==> config.mk <==
export PLATFORM = sky130hd
export DESIGN_NAME = serial_subtractor_flat
export DESIGN_NICKNAME = d
export VERILOG_FILES = /design/src/rtl/serial_subtractor_pkg.sv /design/src/rtl/serial_subtractor_if.sv /design/src/rtl/serial_subtractor_full_subtractor.sv /design/src/rtl/serial_subtractor.sv /design/src/flat_wrapper.sv
export SDC_FILE = /design/constraint.sdc
export NUM_CORES = 1
export LEC_CHECK = 0
export BUFFER_PORTS_ARGS = -buffer_cell sky130_fd_sc_hd__buf_2
export CELL_PAD_IN_SITES_DETAIL_PLACEMENT = 2
export CELL_PAD_IN_SITES_GLOBAL_PLACEMENT = 2
export CORE_UTILIZATION = 35
export DETAILED_ROUTE_END_ITERATION = 8
export PLACE_DENSITY = 0.86
export SLEW_MARGIN = 40
export SYNTH_ARGS = -nofsm -noshare
export SYNTH_HDL_FRONTEND = slang
export SYNTH_SLANG_ARGS = --single-unit
==> constraint.sdc <==
create_clock -name clk -period 3.9 [get_ports clk]
set_clock_uncertainty 0.2 [all_clocks]
set_input_delay 0.195 -clock clk [delete_from_list [all_inputs] [get_ports clk]]
set_output_delay 0.195 -clock clk [all_outputs]
set_load 0.01 [all_outputs]
==> src/rtl/serial_subtractor_pkg.sv <==
// Shared definitions for the serial subtractor and other val/rdy iterative units:
// FSM state encodings and counter sizing.
package serial_subtractor_pkg;

  localparam logic [1:0] STATE_IDLE = 2'd0;
  localparam logic [1:0] STATE_CALC = 2'd1;
  localparam logic [1:0] STATE_DONE = 2'd2;

  typedef enum logic [1:0] {
    IDLE = STATE_IDLE,
    CALC = STATE_CALC,
    DONE = STATE_DONE
  } state_t;

  // One extra bit so a width of 1 still gets a usable counter.
  function automatic int cnt_width(input int n);
    return $clog2(n) + 1;
  endfunction

endpackage

==> src/rtl/serial_subtractor_if.sv <==
// Operand/result val/rdy bundle for the serial subtractor.
// The master drives operands and consumes the result; the slave is the unit.
interface serial_subtractor_if #(
  parameter int nbits = 8
);
  logic             in_val;
  logic             in_rdy;
  logic [nbits-1:0] in0;
  logic [nbits-1:0] in1;
  logic             out_val;
  logic             out_rdy;
  logic [nbits-1:0] diff;
  logic             bout;

  modport master (
    output in_val, in0, in1, out_rdy,
    input  in_rdy, out_val, diff, bout
  );

  modport slave (
    input  in_val, in0, in1, out_rdy,
    output in_rdy, out_val, diff, bout
  );
endinterface

==> src/rtl/serial_subtractor_full_subtractor.sv <==
// Gate-level full-subtractor cell: d = a - b - bin, with borrow-out.
// Built from primitives in the same manner as the full-adder cells.
module full_subtractor (
  input  logic a,
  input  logic b,
  input  logic bin,
  output logic d,
  output logic bout
);
  logic w_axb;
  logic w_na;
  logic w_nxb;
  logic w_t1;
  logic w_t2;

  xor g_x1 (w_axb, a, b);
  xor g_x2 (d, w_axb, bin);
  not g_n1 (w_na, a);
  and g_a1 (w_t1, w_na, b);
  // A borrow-in propagates only when the two operand bits are equal.
  not g_n2 (w_nxb, w_axb);
  and g_a2 (w_t2, w_nxb, bin);
  or  g_o1 (bout, w_t1, w_t2);
endmodule

==> src/rtl/serial_subtractor.sv <==
// Bit-serial subtractor: diff = in0 - in1 resolved LSB-first, one bit per cycle,
// through a single full-subtractor cell and a registered borrow.
module serial_subtractor
  import serial_subtractor_pkg::*;
#(
  parameter int nbits = 8
) (
  input logic                clk,
  input logic                rst,
  serial_subtractor_if.slave bus
);
  localparam int CW = cnt_width(nbits);

  state_t           r_state;
  logic [nbits-1:0] r_a;
  logic [nbits-1:0] r_b;
  logic [nbits-1:0] r_res;
  logic             r_br;
  logic [CW-1:0]    r_cnt;
  logic [nbits-1:0] r_diff;
  logic             r_bout;
  logic             r_out_val;

  logic             w_d;
  logic             w_bout;
  logic [nbits-1:0] w_res_next;

  full_subtractor u_fs (
    .a    (r_a[0]),
    .b    (r_b[0]),
    .bin  (r_br),
    .d    (w_d),
    .bout (w_bout)
  );

  // New difference bit enters at the MSB so the LSB lands at bit 0 after nbits shifts.
  assign w_res_next = (r_res >> 1) | (nbits'(w_d) << (nbits - 1));

  always_ff @(posedge clk) begin
    if (rst) begin
      r_state   <= IDLE;
      r_a       <= '0;
      r_b       <= '0;
      r_res     <= '0;
      r_br      <= 1'b0;
      r_cnt     <= '0;
      r_diff    <= '0;
      r_bout    <= 1'b0;
      r_out_val <= 1'b0;
    end else begin
      case (r_state)
        IDLE: begin
          if (bus.in_val) begin
            r_a     <= bus.in0;
            r_b     <= bus.in1;
            r_br    <= 1'b0;
            r_cnt   <= '0;
            r_state <= CALC;
          end
        end
        CALC: begin
          r_a   <= r_a >> 1;
          r_b   <= r_b >> 1;
          r_br  <= w_bout;
          r_res <= w_res_next;
          r_cnt <= r_cnt + 1'b1;
          if (r_cnt == CW'(nbits - 1)) begin
            r_diff    <= w_res_next;
            r_bout    <= w_bout;
            r_out_val <= 1'b1;
            r_state   <= DONE;
          end
        end
        DONE: begin
          if (bus.out_rdy) begin
            r_out_val <= 1'b0;
            r_state   <= IDLE;
          end
        end
        default: r_state <= IDLE;
      endcase
    end
  end

  assign bus.in_rdy  = (r_state == IDLE) && !rst;
  assign bus.out_val = r_out_val;
  assign bus.diff    = r_diff;
  assign bus.bout    = r_bout;

endmodule

==> src/flat_wrapper.sv <==
// flat-port wrapper written by rule: the top's interface ports become plain ports
module serial_subtractor_flat import serial_subtractor_pkg::*;
#(
  parameter int nbits = 8
)
  (clk, rst, bus_in_val, bus_in0, bus_in1, bus_out_rdy, bus_in_rdy, bus_out_val, bus_diff, bus_bout);
  serial_subtractor_if #(.nbits(nbits)) bus_i ();
  input logic clk;
  input logic rst;
  input wire logic [$bits(bus_i.in_val)-1:0] bus_in_val;
  input wire logic [$bits(bus_i.in0)-1:0] bus_in0;
  input wire logic [$bits(bus_i.in1)-1:0] bus_in1;
  input wire logic [$bits(bus_i.out_rdy)-1:0] bus_out_rdy;
  output wire logic [$bits(bus_i.in_rdy)-1:0] bus_in_rdy;
  output wire logic [$bits(bus_i.out_val)-1:0] bus_out_val;
  output wire logic [$bits(bus_i.diff)-1:0] bus_diff;
  output wire logic [$bits(bus_i.bout)-1:0] bus_bout;
  assign bus_i.in_val = bus_in_val;
  assign bus_i.in0 = bus_in0;
  assign bus_i.in1 = bus_in1;
  assign bus_i.out_rdy = bus_out_rdy;
  assign bus_in_rdy = bus_i.in_rdy;
  assign bus_out_val = bus_i.out_val;
  assign bus_diff = bus_i.diff;
  assign bus_bout = bus_i.bout;
  serial_subtractor #(.nbits(nbits)) u_core (.clk(clk), .rst(rst), .bus(bus_i));
endmodule
## After elaboration in Yosys (flattened, before gate mapping)

Index checks and enable logic that the tools add are counted.

- Input bits: 20
- Logic and storage cells: 48
- Register bits after elaboration: 41

- Muxes and demuxes: 15
- Reduce and logical (&&, ||, !) cells: 9
- Bitwise logic cells: 8
- Equal/unequal tests: 6
- Add/sub/neg operators: 1

Operators with widths:

| operator | number |
|---|---|
| $pmux W8 S2 | 2 |
| $mux W8 | 2 |
| $or A7 B8 Y8 | 1 |
| $pmux W4 S2 | 1 |
| $mux W2 | 3 |
| $pmux W2 S3 | 1 |
| $reduce_and A3 Y1 | 2 |
| $add A4 B1 Y4 const B | 1 |
| $eq A4 B3 Y1 const B | 1 |
| $mux W4 | 1 |
| $ne A2 B2 Y1 const B | 2 |
| $pmux W1 S2 | 2 |
| $reduce_and A2 Y1 | 2 |
| $reduce_bool A2 Y1 | 2 |
| $mux W1 | 3 |
| $and A1 B1 Y1 | 2 |
| $eq A2 B1 Y1 const B | 1 |
| $eq A2 B2 Y1 const B | 1 |
| $logic_not A2 Y1 | 1 |
| $ne A2 B1 Y1 const B | 1 |
| $not A1 Y1 | 2 |
| $xor A1 B1 Y1 | 2 |
| $logic_and A1 B1 Y1 | 1 |
| $logic_not A1 Y1 | 1 |
| $or A1 B1 Y1 | 1 |

## Depth between registers and ports, before layout

- Depth in word-level cells: 5
- Gate-level depth with buffers: 5
- Gate-level depth less buffers: 4

## By module

A second synthesis with hierarchy kept.

- Cells, all modules: 217
- Area total of the unflattened synthesis: 1813.0 um^2

By module, submodules not included:

| module | times used | area an instance (um^2) | cells each |
|---|---|---|---|
| serial_subtractor | 1 | 1781.7 | 213 |
| full_subtractor | 1 | 31.3 | 4 |

## Worst setup path after synthesis

No wires, ideal clock.

- Kind: flip-flop to flip-flop
- Start point: reg u_core.r_cnt[0]
- End point: reg u_core.r_diff[0] (netlist: u_core.bus.diff[0])
- Stages on the path, launching flop included: 6
- Setup slack: 2468 ps
- Arrival time: 1162 ps
- Setup time: 71 ps
- Required time: 3629 ps
- Cell sequence: dfxtp_1 -> ha_1 -> and4b_1 -> buf_2 -> nand3_1 -> a21oi_1

- Longest elaborated chain between the ends: 2

RTL lines:

| element | line | text |
|---|---|---|
| start, declared | serial_subtractor.sv:19 | `logic [CW-1:0] r_cnt;` |
| start signal, assigned | serial_subtractor.sv:66 | `r_cnt <= r_cnt + 1'b1;` |
| $eq A4 B3 Y1 | serial_subtractor.sv:67 | `if (r_cnt == CW'(nbits - 1)) begin` |
| $reduce_and A2 Y1 (no line) | - |  |
| end signal, assigned | serial_subtractor.sv:68 | `r_diff <= w_res_next;` |
| end, declared | serial_subtractor.sv:20 | `logic [nbits-1:0] r_diff;` |

Every way passes these cells.
A chain may end at the register's enable or synchronous reset.

## Final worst setup path

- Start point: reg u_core.r_state[1]
- End point: reg u_core.r_a[7]

- Longest elaborated chain between the ends: 3
- Elaborated cells between the ends (all ways): 6

RTL lines:

| element | line | text |
|---|---|---|
| start, declared | serial_subtractor.sv:14 | `state_t r_state;` |
| start signal, assigned | serial_subtractor.sv:41 | `r_state <= IDLE;` |
| start signal, assigned | serial_subtractor.sv:58 | `r_state <= CALC;` |
| start signal, assigned | serial_subtractor.sv:71 | `r_state <= DONE;` |
| $eq A2 B1 Y1 / $logic_not A2 Y1 (equally long branches) | serial_subtractor.sv:51 | `case (r_state)` |
| $reduce_bool A2 Y1 (no line) / $ne A2 B2 Y1 (equally long branches) | - |  |
| $reduce_and A2 Y1 (no line) | - |  |
| end signal, assigned | serial_subtractor.sv:54 | `r_a <= bus.in0;` |
| end signal, assigned | serial_subtractor.sv:62 | `r_a <= r_a >> 1;` |
| end, declared | serial_subtractor.sv:15 | `logic [nbits-1:0] r_a;` |

Parallel ways exist; a longest one is shown, timed or not.

==> run metrics <==
outcome=finished, final reports clean; max-slew violation count=0; Starting Density=36.7%; PostCTS Resize Cnt=0; worst hold path type=input pin to flop; worst setup margin=1.94 ns; design area=0.00199 mm^2; met3 usage=3.31%; top-area cell type share of the netlist area=45.6%; setup_tns=0 ns; Clock Path Buffers=2; Syn Area/Cell=8.58 um^2; initial antenna violation count=0; Final Non-Filler Cells=293; RSZ-0062 raised after global routing=no; crit path DAT=1.96 ns; routed len/inst=16.5 um; GR peak layer=met2; register area share after synthesis=45.6%; Critical Path RT=3.90 ns; CTS tree=built; Core Region=0.00479 mm^2; first-pass GRT wire length=7.95 mm; Clock Sinks=40; via count=1572; distinct cell type count of the synthesized netlist=35; crit path launch type=flop; Max FO, Critical Path=28; clock latency on the worst-skew pair=0.29 ns; vias in the first global route=1615; count leader, synth=dfxtp_1; most area-hungry cell type in the Yosys netlist=dfxtp_1; half-perimeter wire length after placement=2.97 mm; Finish-stage setup viols=0; die height=72.9 um; Routed Antenna Nets=0; clock-pin slew on the worst setup and hold paths=0.07 ns; fmax=0.509 GHz; final period utilization=50.4%; RD Place Congestion=0.726; FP Rows=25; layout cells sized above 1=19.5%; most frequent cells after synthesis=dfxtp_1, nor2_1, a21oi_1; YS warnings=0; Hold-fix buffers, CTS=0; met1 Use GR=25.8%; Residual DRC=0; Ports=31; total of max-cap violations=0; pin count of the biggest net entering global routing=43; port bufs=30; met2 Use GR=32.9%; asr flop ratio synth=0%; EDFF count, synth=0; fin nets=247; Setup CP Type=flop to flop; Lkg Pwr=0.777 nW; placed cell areas=0.00190 mm^2; Worst Tran Pin Value=0.799 ns; Syn Std Cell Area=0.00176 mm^2; root buf cell=clkbuf_8; final wirelength=4.83 mm; CP peak stage delay=0.72 ns; Final Hold Vio Count=0; area delta synth->final=13.2%; dominant synthesized flop cell=dfxtp_1; CP max-delay cell=dfxtp_1; DR iter-0 viols=58; Setup crit end kind=flop; pwr dens=411 mW/mm^2; CTS Buf Count=5; post-synthesis net count=227; Post-Syn Instances=205; routed vias/inst=5.37; dpl cells=285; post-CTS setup buffer count=0; Slew headroom=46.7%; CP Cell Sequence=inv_2, or3_1, o31ai_1; H-tree depth=2; top cells by area, synth=dfxtp_1, a22o_1, a221oi_1; Seq cells post-synth=40; Placement Setup Slack=1.79 ns; Final Critical Period=1.96 ns; global route overflow=0; worst vdd ir=183 uV; Die Wd=72.9 um; 1st-pass router iterations=4; die area=0.00531 mm^2; diode count=0; Total GRT Usage=19.7%
sequential cells by signal (all words and copies together) (netlist names):
register,count
u_core.bus.out_val,1
u_core.r_cnt,4
u_core.r_res,7
u_core.r_state,2
u_core.bus.diff,8
u_core.bus.bout,1
u_core.r_br,1
u_core.r_b,8
u_core.r_a,8
worst paths after layout:
| path | start | endpoint | slack (ns) | cells after the start |
|---|---|---|---|---|
| worst max-delay path | u_core.r_state[1]$_SDFFE_PP0P_ | u_core.r_a[7]$_SDFFE_PP0P_ | 1.94 | 3 |
| worst min-delay path | bus_out_rdy | u_core.r_state[1]$_SDFFE_PP0P_ | 0.05 | 4 |
| worst max register to register | u_core.r_state[1]$_SDFFE_PP0P_ | u_core.r_a[7]$_SDFFE_PP0P_ | 1.94 | 3 |
| worst min register to register | u_core.r_res[1]$_SDFFE_PP0P_ | u_core.r_res[1]$_SDFFE_PP0P_ | 0.28 | 2 |
worst max-delay path, delay by kind of cell (launching register included):
| kind | cells | cell delay (ns) |
|---|---|---|
| flops | 1 | 0.72 |
| simple gates | 1 | 0.48 |
| buf+inv | 1 | 0.39 |
| compound gates | 1 | 0.08 |
metrics by stage:
step                      hold slack (ns)  utilization (%)  total power, W
after floorplan                     0.212                -        0.000515
after global placement              0.259             39.6        0.000534
after detailed placement            0.269             39.6        0.000538
after CTS                          0.0513             41.6        0.000826
after global routing               0.0753             41.6        0.000855
final                              0.0477             41.6        0.000817
report_power, final:
group	internal, W	leakage, nW	switching [W]	total [W]
Sequential	0.000426	0.327	0.0000122	0.000439
Combinational	0.0000402	0.399	0.0000508	0.0000909
Clock	0.000141	0.0510	0.000147	0.000288
area by class of cell:
class                   count  area, um^2
clock buffers               6        82.6
fillers                   561        2800
well taps                  67        83.8
repair buffers             31         158
inverters                  18        67.6
flip-flops and latches     40         802
multi-input cells         129         787
clock inverters             2        10.0
cells by family (layout without fill, tap and decap cells):
kind of cell             count (synthesis)  count (layout)  synth area share [%]
AO/OA/AOI/OAI                           67              67                  26.7
adder cells (fa/ha/maj)                  2               2                  1.85
buffers and inverters                   36              57                  9.68
flip-flops                              40              40                  45.6
AND/OR/NAND/NOR                         60              60                  16.2
placed cells by master, fill, tap and decap left out, drive strengths merged:
master	count
dfxtp	40
buf	31
nor2	21
a21oi	19
inv	18
nand2	16
a22o	14
a221oi	13
nand3	10
o21ai	10
clkbuf	6
a31oi	3
nor2b	2
or3	2
nand3b	2
a211oi	2
clkinv	2
nor3	1
and4b	1
nand4b	1
o31ai	1
o21bai	1
a22oi	1
o21ba	1
nand2b	1
nor4	1
and4bb	1
a311oi	1
nor3b	1
a2bb2oi	1
fa	1
ha	1
layer usage:
metal / vias to the layer above / wire length, um / share of wire, %
met5: - / 0 / 0
met4: 0 / 75 / 1.6
met3: 9 / 136 / 2.8
met2: 23 / 2380 / 49
met1: 775 / 2240 / 46
li1: 765 / - / -
Power figures use the tool's default switching activity.
